===== src/rtl/unified_mem_arbiter.sv =====
// Single-port RAM arbiter shared by instruction fetch, data port and debug loader.
// One access in flight; DM > IF > DBG priority, with DBG promoted after STARVE_MAX waiting cycles.
module unified_mem_arbiter #(
  parameter int DATA_W     = 19,
  parameter int ADDR_W     = 12,
  parameter int MEM_LAT    = 2,
  parameter int STARVE_MAX = 4
) (
  input  logic              clk,
  input  logic              reset,
  input  logic              if_req,
  input  logic [ADDR_W-1:0] if_addr,
  output logic              if_gnt,
  output logic              if_rvalid,
  output logic [DATA_W-1:0] if_rdata,
  input  logic              dm_req,
  input  logic              dm_we,
  input  logic [ADDR_W-1:0] dm_addr,
  input  logic [DATA_W-1:0] dm_wdata,
  output logic              dm_gnt,
  output logic              dm_rvalid,
  output logic [DATA_W-1:0] dm_rdata,
  input  logic              dbg_req,
  input  logic              dbg_we,
  input  logic [ADDR_W-1:0] dbg_addr,
  input  logic [DATA_W-1:0] dbg_wdata,
  output logic              dbg_gnt,
  output logic              dbg_rvalid,
  output logic [DATA_W-1:0] dbg_rdata,
  output logic              ram_en,
  output logic              ram_we,
  output logic [ADDR_W-1:0] ram_addr,
  output logic [DATA_W-1:0] ram_wdata,
  input  logic [DATA_W-1:0] ram_rdata,
  output logic              busy
);

  localparam int CNT_W = 3;
  localparam int SC_W  = 4;

  typedef enum logic [0:0] {S_IDLE = 1'b0, S_WAIT = 1'b1} state_t;
  typedef enum logic [1:0] {OWN_NONE = 2'd0, OWN_IF = 2'd1, OWN_DM = 2'd2, OWN_DBG = 2'd3} owner_t;

  state_t            state_q, state_d;
  owner_t            owner_q, owner_d;
  owner_t            sel_s;
  logic [CNT_W-1:0]  lat_cnt_q, lat_cnt_d;
  logic [SC_W-1:0]   starve_cnt_q, starve_cnt_d;
  logic              rd_done_s;
  logic              issue_ok_s;
  logic              promote_s;

  // State, owner, latency and starvation registers
  always_ff @(posedge clk or negedge reset) begin
    if (!reset) begin
      state_q      <= S_IDLE;
      owner_q      <= OWN_NONE;
      lat_cnt_q    <= {CNT_W{1'b0}};
      starve_cnt_q <= {SC_W{1'b0}};
    end else begin
      state_q      <= state_d;
      owner_q      <= owner_d;
      lat_cnt_q    <= lat_cnt_d;
      starve_cnt_q <= starve_cnt_d;
    end
  end

  // Winner selection, RAM mux, read return and next-state logic
  always_comb begin
    state_d      = state_q;
    owner_d      = owner_q;
    lat_cnt_d    = lat_cnt_q;
    starve_cnt_d = {SC_W{1'b0}};
    sel_s        = OWN_NONE;
    if_gnt       = 1'b0;
    dm_gnt       = 1'b0;
    dbg_gnt      = 1'b0;
    if_rvalid    = 1'b0;
    dm_rvalid    = 1'b0;
    dbg_rvalid   = 1'b0;
    if_rdata     = {DATA_W{1'b0}};
    dm_rdata     = {DATA_W{1'b0}};
    dbg_rdata    = {DATA_W{1'b0}};
    ram_en       = 1'b0;
    ram_we       = 1'b0;
    ram_addr     = {ADDR_W{1'b0}};
    ram_wdata    = {DATA_W{1'b0}};
    busy         = (state_q == S_WAIT);

    rd_done_s  = (state_q == S_WAIT) && (lat_cnt_q == {CNT_W{1'b0}});
    // Gating with reset keeps grants low while reset is asserted, not just after the next edge.
    issue_ok_s = reset && ((state_q == S_IDLE) || rd_done_s);
    promote_s  = (starve_cnt_q == SC_W'(STARVE_MAX));

    if (issue_ok_s) begin
      if (dbg_req && promote_s) begin
        sel_s = OWN_DBG;
      end else if (dm_req) begin
        sel_s = OWN_DM;
      end else if (if_req) begin
        sel_s = OWN_IF;
      end else if (dbg_req) begin
        sel_s = OWN_DBG;
      end else begin
        sel_s = OWN_NONE;
      end
    end else begin
      sel_s = OWN_NONE;
    end

    case (sel_s)
      OWN_IF: begin
        if_gnt   = 1'b1;
        ram_en   = 1'b1;
        ram_addr = if_addr;
      end
      OWN_DM: begin
        dm_gnt    = 1'b1;
        ram_en    = 1'b1;
        ram_we    = dm_we;
        ram_addr  = dm_addr;
        ram_wdata = dm_wdata;
      end
      OWN_DBG: begin
        dbg_gnt   = 1'b1;
        ram_en    = 1'b1;
        ram_we    = dbg_we;
        ram_addr  = dbg_addr;
        ram_wdata = dbg_wdata;
      end
      default: begin
        ram_en = 1'b0;
      end
    endcase

    if (rd_done_s) begin
      case (owner_q)
        OWN_IF: begin
          if_rvalid = 1'b1;
          if_rdata  = ram_rdata;
        end
        OWN_DM: begin
          dm_rvalid = 1'b1;
          dm_rdata  = ram_rdata;
        end
        OWN_DBG: begin
          dbg_rvalid = 1'b1;
          dbg_rdata  = ram_rdata;
        end
        default: begin
          if_rvalid = 1'b0;
        end
      endcase
      state_d = S_IDLE;
      owner_d = OWN_NONE;
    end else if (state_q == S_WAIT) begin
      lat_cnt_d = lat_cnt_q - 3'd1;
    end else begin
      lat_cnt_d = lat_cnt_q;
    end

    if (ram_en && !ram_we) begin
      state_d   = S_WAIT;
      owner_d   = sel_s;
      lat_cnt_d = CNT_W'(MEM_LAT - 1);
    end else begin
      state_d = state_d;
    end

    if (dbg_req && !dbg_gnt) begin
      if (promote_s) begin
        starve_cnt_d = starve_cnt_q;
      end else begin
        starve_cnt_d = starve_cnt_q + 4'd1;
      end
    end else begin
      starve_cnt_d = {SC_W{1'b0}};
    end
  end

endmodule


===== config.mk =====
export PLATFORM = sky130hd
export DESIGN_NAME = unified_mem_arbiter
export DESIGN_NICKNAME = d
export VERILOG_FILES = /design/src/rtl/unified_mem_arbiter.sv
export SDC_FILE = /design/constraint.sdc
export NUM_CORES = 1
export LEC_CHECK = 0
export CORE_ASPECT_RATIO = 0.75
export CORE_MARGIN = 2
export CORE_UTILIZATION = 27
export CTS_CLUSTER_DIAMETER = 200
export DETAILED_ROUTE_END_ITERATION = 6
export GPL_TIMING_DRIVEN = 0
export HOLD_SLACK_MARGIN = 0.03
export PLACE_DENSITY = 0.85
export SYNTH_ARGS = -nofsm -noshare
export SYNTH_HDL_FRONTEND = slang
export SYNTH_SLANG_ARGS = --single-unit

===== constraint.sdc =====
create_clock -name clk -period 2.6 [get_ports clk]
set_input_delay 0.78 -clock clk [delete_from_list [all_inputs] [get_ports clk]]
set_output_delay 0.78 -clock clk [all_outputs]
set_load 0.01 [all_outputs]

* Word level (Yosys, flattened, before mapping)
Index checks and enable logic that the tools add are counted.
W data, S select, Z words.
** Operators by class
- Multiplexer cells :: 33
- Magnitude comparators :: 0
- Shifts and indexed selects :: 0
- Bitwise operators :: 1
- Reduce and logical (&&, ||, !) cells :: 13
- Equal/unequal tests :: 9
- Div/mod/pow operators :: 0
- $mul :: 0
- Add/subtract/negate cells :: 2
** Operator list (number)
- $mux W19 :: 6
- $pmux W19 S2 :: 1
- $pmux W12 S3 :: 1
- $mux W2 :: 7
- $mux W1 :: 12
- $mux W3 :: 3
- $eq A2 B2 Y1 const B :: 4
- $mux W4 :: 2
- $logic_and A1 B1 Y1 :: 5
- $add A4 B1 Y4 const B :: 1
- $eq A2 B1 Y1 const B :: 2
- $eq A4 B3 Y1 const B :: 1
- $reduce_bool A2 Y1 :: 2
- $logic_not A3 Y1 :: 1
- $reduce_or A3 Y1 :: 1
- $sub A3 B1 Y3 const B :: 1
- $logic_not A1 Y1 :: 2
- $ne A2 B1 Y1 const B :: 1
- $ne A2 B2 Y1 const B :: 1
- $pmux W1 S2 :: 1
- $reduce_and A2 Y1 :: 1
- $logic_or A1 B1 Y1 :: 1
- $not A1 Y1 :: 1
** Storage, ports and cells
- ROM bits :: 0
- Memories :: 0
- Word-level logic and storage cells :: 62
- Input bits :: 100
- Bits in writable memories :: 0
- Bits in registers :: 10
- Latch bits :: 0
- Output and inout bits :: 97

* Logic depth before layout (Yosys ltp)
- Depth in word-level cells :: 11
- Depth in mapped cells :: 7
- Mapped depth without buffers :: 7

* Worst setup path after synthesis
OpenSTA, ideal clock, no wires.
- Kind :: input to output
- Start :: input dbg_req
- End :: output ram_addr[10]
- Data required time :: 1820 ps
- Cell stages on the path :: 6
- Arrival time :: 1778 ps
- Setup slack :: 42 ps
- Cells stage by stage :: buf_4 nand4b_2 and2_1 buf_2 a222oi_1 nor2_1
** On the way
- Longest elaborated chain between the ends :: 7
- Elaborated cells between the ends (all ways) :: 10
- Classes of those cells :: 3 x eq/ne; 6 x mux; 1 x reduce/logical
** Ends and longest elaborated chain
- start: declaration :: RTL line 23 : input logic dbg_req,
- $mux W2 :: RTL line 102 : end else if (dbg_req) begin
- $mux W2 :: RTL line 100 : end else if (if_req) begin
- $mux W2 :: RTL line 98 : end else if (dm_req) begin
- $mux W2 * :: RTL line 96 : if (dbg_req && promote_s) begin
- $mux W2 * :: RTL line 95 : if (issue_ok_s) begin
- $eq A2 B2 Y1 / $eq A2 B1 Y1 (equally long branches) :: RTL line 111 : case (sel_s)
- $pmux W12 S3 * :: RTL line 111
- end: declaration :: RTL line 32 : output logic [ADDR_W-1:0] ram_addr,
Every way passes the cells marked *; elsewhere a longest branch is shown, timed or not.

* Worst setup path after layout
- Start :: input dbg_req
- End :: output ram_wdata[17]
** On the way
- Longest elaborated chain between the ends :: 7
- Elaborated cells between the ends (all ways) :: 9
- Classes of those cells :: 2 x eq/ne; 6 x mux; 1 x reduce/logical
** Ends and longest elaborated chain
- $mux W2 :: RTL line 102
- $mux W2 :: RTL line 100
- $mux W2 :: RTL line 98
- $mux W2 * :: RTL line 96
- $mux W2 * :: RTL line 95
- $eq A2 B2 Y1 :: RTL line 111
- $pmux W19 S2 * :: RTL line 111
- end: declaration :: RTL line 33 : output logic [DATA_W-1:0] ram_wdata,
Marks and branches as above.

==> flow_metrics.py <==
metrics = {
    "timing": {
        "setup_slack_ns": -0.201,
        "relSlewSlack": 0.789,
        "min_period_ns": 2.80,
        "hold_slack_ns": 0.393,
        "rsz0062_at_grt": "true",
        "fin_tns_setup_ns": -5.83,
        "maxSlewViolCount": 0,
        "setup_viol": 51,
        "worstMarginPinSlew_ns": 0.316,
        "period_share": 1.08,
        "finalHoldViolCount": 0,
        "clock_skew_ns": 0.00140,
        "fmax_ghz": 0.357,
    },
    "place": {
        "preCtsSetupSlack_ns": -1.35,
        "portBuffers": 196,
        "place_area_um2": 3660,
        "hpwl_mm": 6.24,
        "gp_congestion": 0.774,
    },
    "min_path": {
        "hp-class": "in -> async",
    },
    "critical_path": {
        "crit_path_max_fanout": 5,
        "reg2reg_from": "lat_cnt_q[0]",
        "path_class": "in -> out",
        "r2r-end": "starve_cnt_q[1]",
        "endpoint": "ram_wdata[17]",
        "cp.arrival_ns": 2.02,
        "worst_setup_path_end_kind": "primary output",
        "required_ns": 1.82,
        "cp-startpoint": "dbg_req",
        "regToRegSetupSlack_ns": 0.56,
        "cp-start-kind": "primary input",
        "reg2regPathDepth": 12,
    },
    "cts": {
        "cts_hold_buffers": 0,
        "cts_buffer_depth": 2,
        "cts_tree": "done",
        "cts-root-buf": "clkbuf_8",
        "path_clk_slew_ns": 0.05,
        "cts_num_sinks": 10,
        "clock_latency_ns": 0.24,
        "numCtsBuffers": 3,
        "htree_levels": 1,
    },
    "drt": {
        "ant_nets": 0,
        "wl_mm": 9.65,
        "drc": 0,
        "drt_iter0_drc": 92,
        "routedWlPerCell_um": 16.9,
        "vias_per_cell": 5.03,
        "dr.pass1.iters": 4,
        "via_count": 2875,
    },
    "cells_and_area": {
        "diodes": 0,
        "ff_latch_area_um2": 250,
        "drive_gt1_frac": 0.514,
        "nets": 599,
        "syn_to_final_growth_pct": 177,
        "finalInstanceArea_um2": 4440,
        "layout_commonest_cell": "clkdlybuf4s50_1",
        "multi_input_area_um2": 1570,
        "mostFrequentLayoutCells": "clkdlybuf4s50_1, buf_6, buf_2",
        "fillers": 406,
    },
    "run_status": {
        "violations": "negative setup slack",
        "status": "finished, violations left",
    },
    "run": {
        "drv_cap": 0,
    },
    "synth": {
        "synthesis.nets": 343,
        "ys_types": 38,
        "synth_area_um2": 1600,
        "synth_edf_count": 0,
        "synth_seq_cells": 10,
        "syn_inst": 239,
        "ys_warn_count": 0,
        "yosysSeqAreaShare": 0.156,
        "async_flop_share": 1.00,
        "synth-main-ff-cell": "dfrtp_1",
        "avgSynthCellArea_um2": 6.70,
    },
    "global_route": {
        "grt_antenna_before_repair": 0,
        "grt_pass1_wl_mm": 14.6,
        "grt_max_degree": 15,
        "grtUsageTotal": 0.272,
        "grt_pass1_vias": 2838,
        "globalRouteOverflowTotal": 0,
    },
    "floorplanning": {
        "die_x_um": 92.9,
        "start_util": 0.278,
        "fp-row-count": 24,
        "core_area_um2": 5770,
        "dieArea_um2": 6570,
        "ioPinCount": 197,
        "fp.dieH_um": 70.7,
    },
    "power": {
        "p_per_area_nw_per_um2": 487,
        "leakage_nw": 2.12,
        "power_mw": 2.16,
        "ir_worst_vdd_mv": 0.290,
    },
}
-- how the worst min path moves through the flow --
stage,end,slack (ns),cells past startpoint
floorplan,lat_cnt_q[0],0.46,2
global placement,lat_cnt_q[0],0.48,2
detailed placement,lat_cnt_q[0],0.49,2
CTS,starve_cnt_q[1],0.39,1
global route,busy,0.40,1
finish,starve_cnt_q[1],0.39,1
-- area by class of cell --
cell class	count	area share
buffer	18	0.0501
inverter	7	0.00592
multi-input combinational	204	0.354
timing repair buffer	251	0.500
clock buffer	4	0.0124
tap	78	0.0220
sequential	10	0.0563
-- stage by stage --
stage,utilization,std cells
after global placement,0.635,513
after detailed placement,0.635,513
after floorplan,-,239
after CTS,0.735,565
after global routing,0.770,572
final,0.770,572
-- Yosys cell counts (2+ instances only) --
| library cell | instances | area share |
|---|---|---|
| a211oi_1 | 2 | 0.0094 |
| a21oi_1 | 21 | 0.066 |
| a222oi_1 | 12 | 0.075 |
| and2_1 | 58 | 0.23 |
| buf_2 | 9 | 0.028 |
| clkbuf_1 | 7 | 0.016 |
| dfrtp_1 | 10 | 0.16 |
| ha_1 | 4 | 0.031 |
| inv_1 | 7 | 0.016 |
| nand2_1 | 44 | 0.10 |
| nand2b_1 | 2 | 0.0078 |
| nand3_1 | 3 | 0.0094 |
| nand3b_1 | 2 | 0.0094 |
| nor2_1 | 22 | 0.052 |
| nor2b_1 | 6 | 0.023 |
| nor3_1 | 4 | 0.013 |
| o21ai_1 | 4 | 0.013 |
| o311ai_1 | 2 | 0.011 |
-- state kept, by name, indices dropped and copies added (netlist names) --
register      flops
busy              1
owner_q           2
lat_cnt_q         3
starve_cnt_q      4
-- report_power, final --
group	total [mW]	switching [mW]	internal, mW
logic	1.65	0.759	0.890
registers	0.309	0.0875	0.222
clock network	0.205	0.0708	0.134
total	2.16	0.917	1.25
-- critical path, stage by stage --
cell and delay (ns):
buf_8 0.10, buf_8 0.12, buf_12 0.12, nor2b_4 0.13, o311ai_4 0.27, buf_6 0.18, buf_8 0.13, a21oi_2 0.04
buf_2 0.14
-- logic make-up after synthesis --
kind of cell | synth area share
DFF | 0.156
buffers and inverters | 0.0727
xor gates and xnor gates | 0.00547
adders and majority gates | 0.0313
muxes | 0.0141
and+or+nand+nor | 0.490
AOI/OAI and AO/OA | 0.230
-- routing by layer --
layer  vias up  GRT usage  wire [µm]
met5         -          0          0
met4         0     0.0882        247
met3        24     0.0415        522
met2       120      0.510       5050
met1      1389      0.318       3840
li1       1342          -          -
-- what timing repair did --
| action | 4_1_cts | 5_1_grt |
|---|---|---|
| setup endpoints to repair | 96 | 95 |
| resized for setup | 507 | 84 |
| hold endpoints to repair | 0 | 0 |
| cloned | 10 | 1 |
| buffers inserted | 38 | 8 |
| pin swaps | 42 | 23 |
Power figures use the tool's default switching activity.
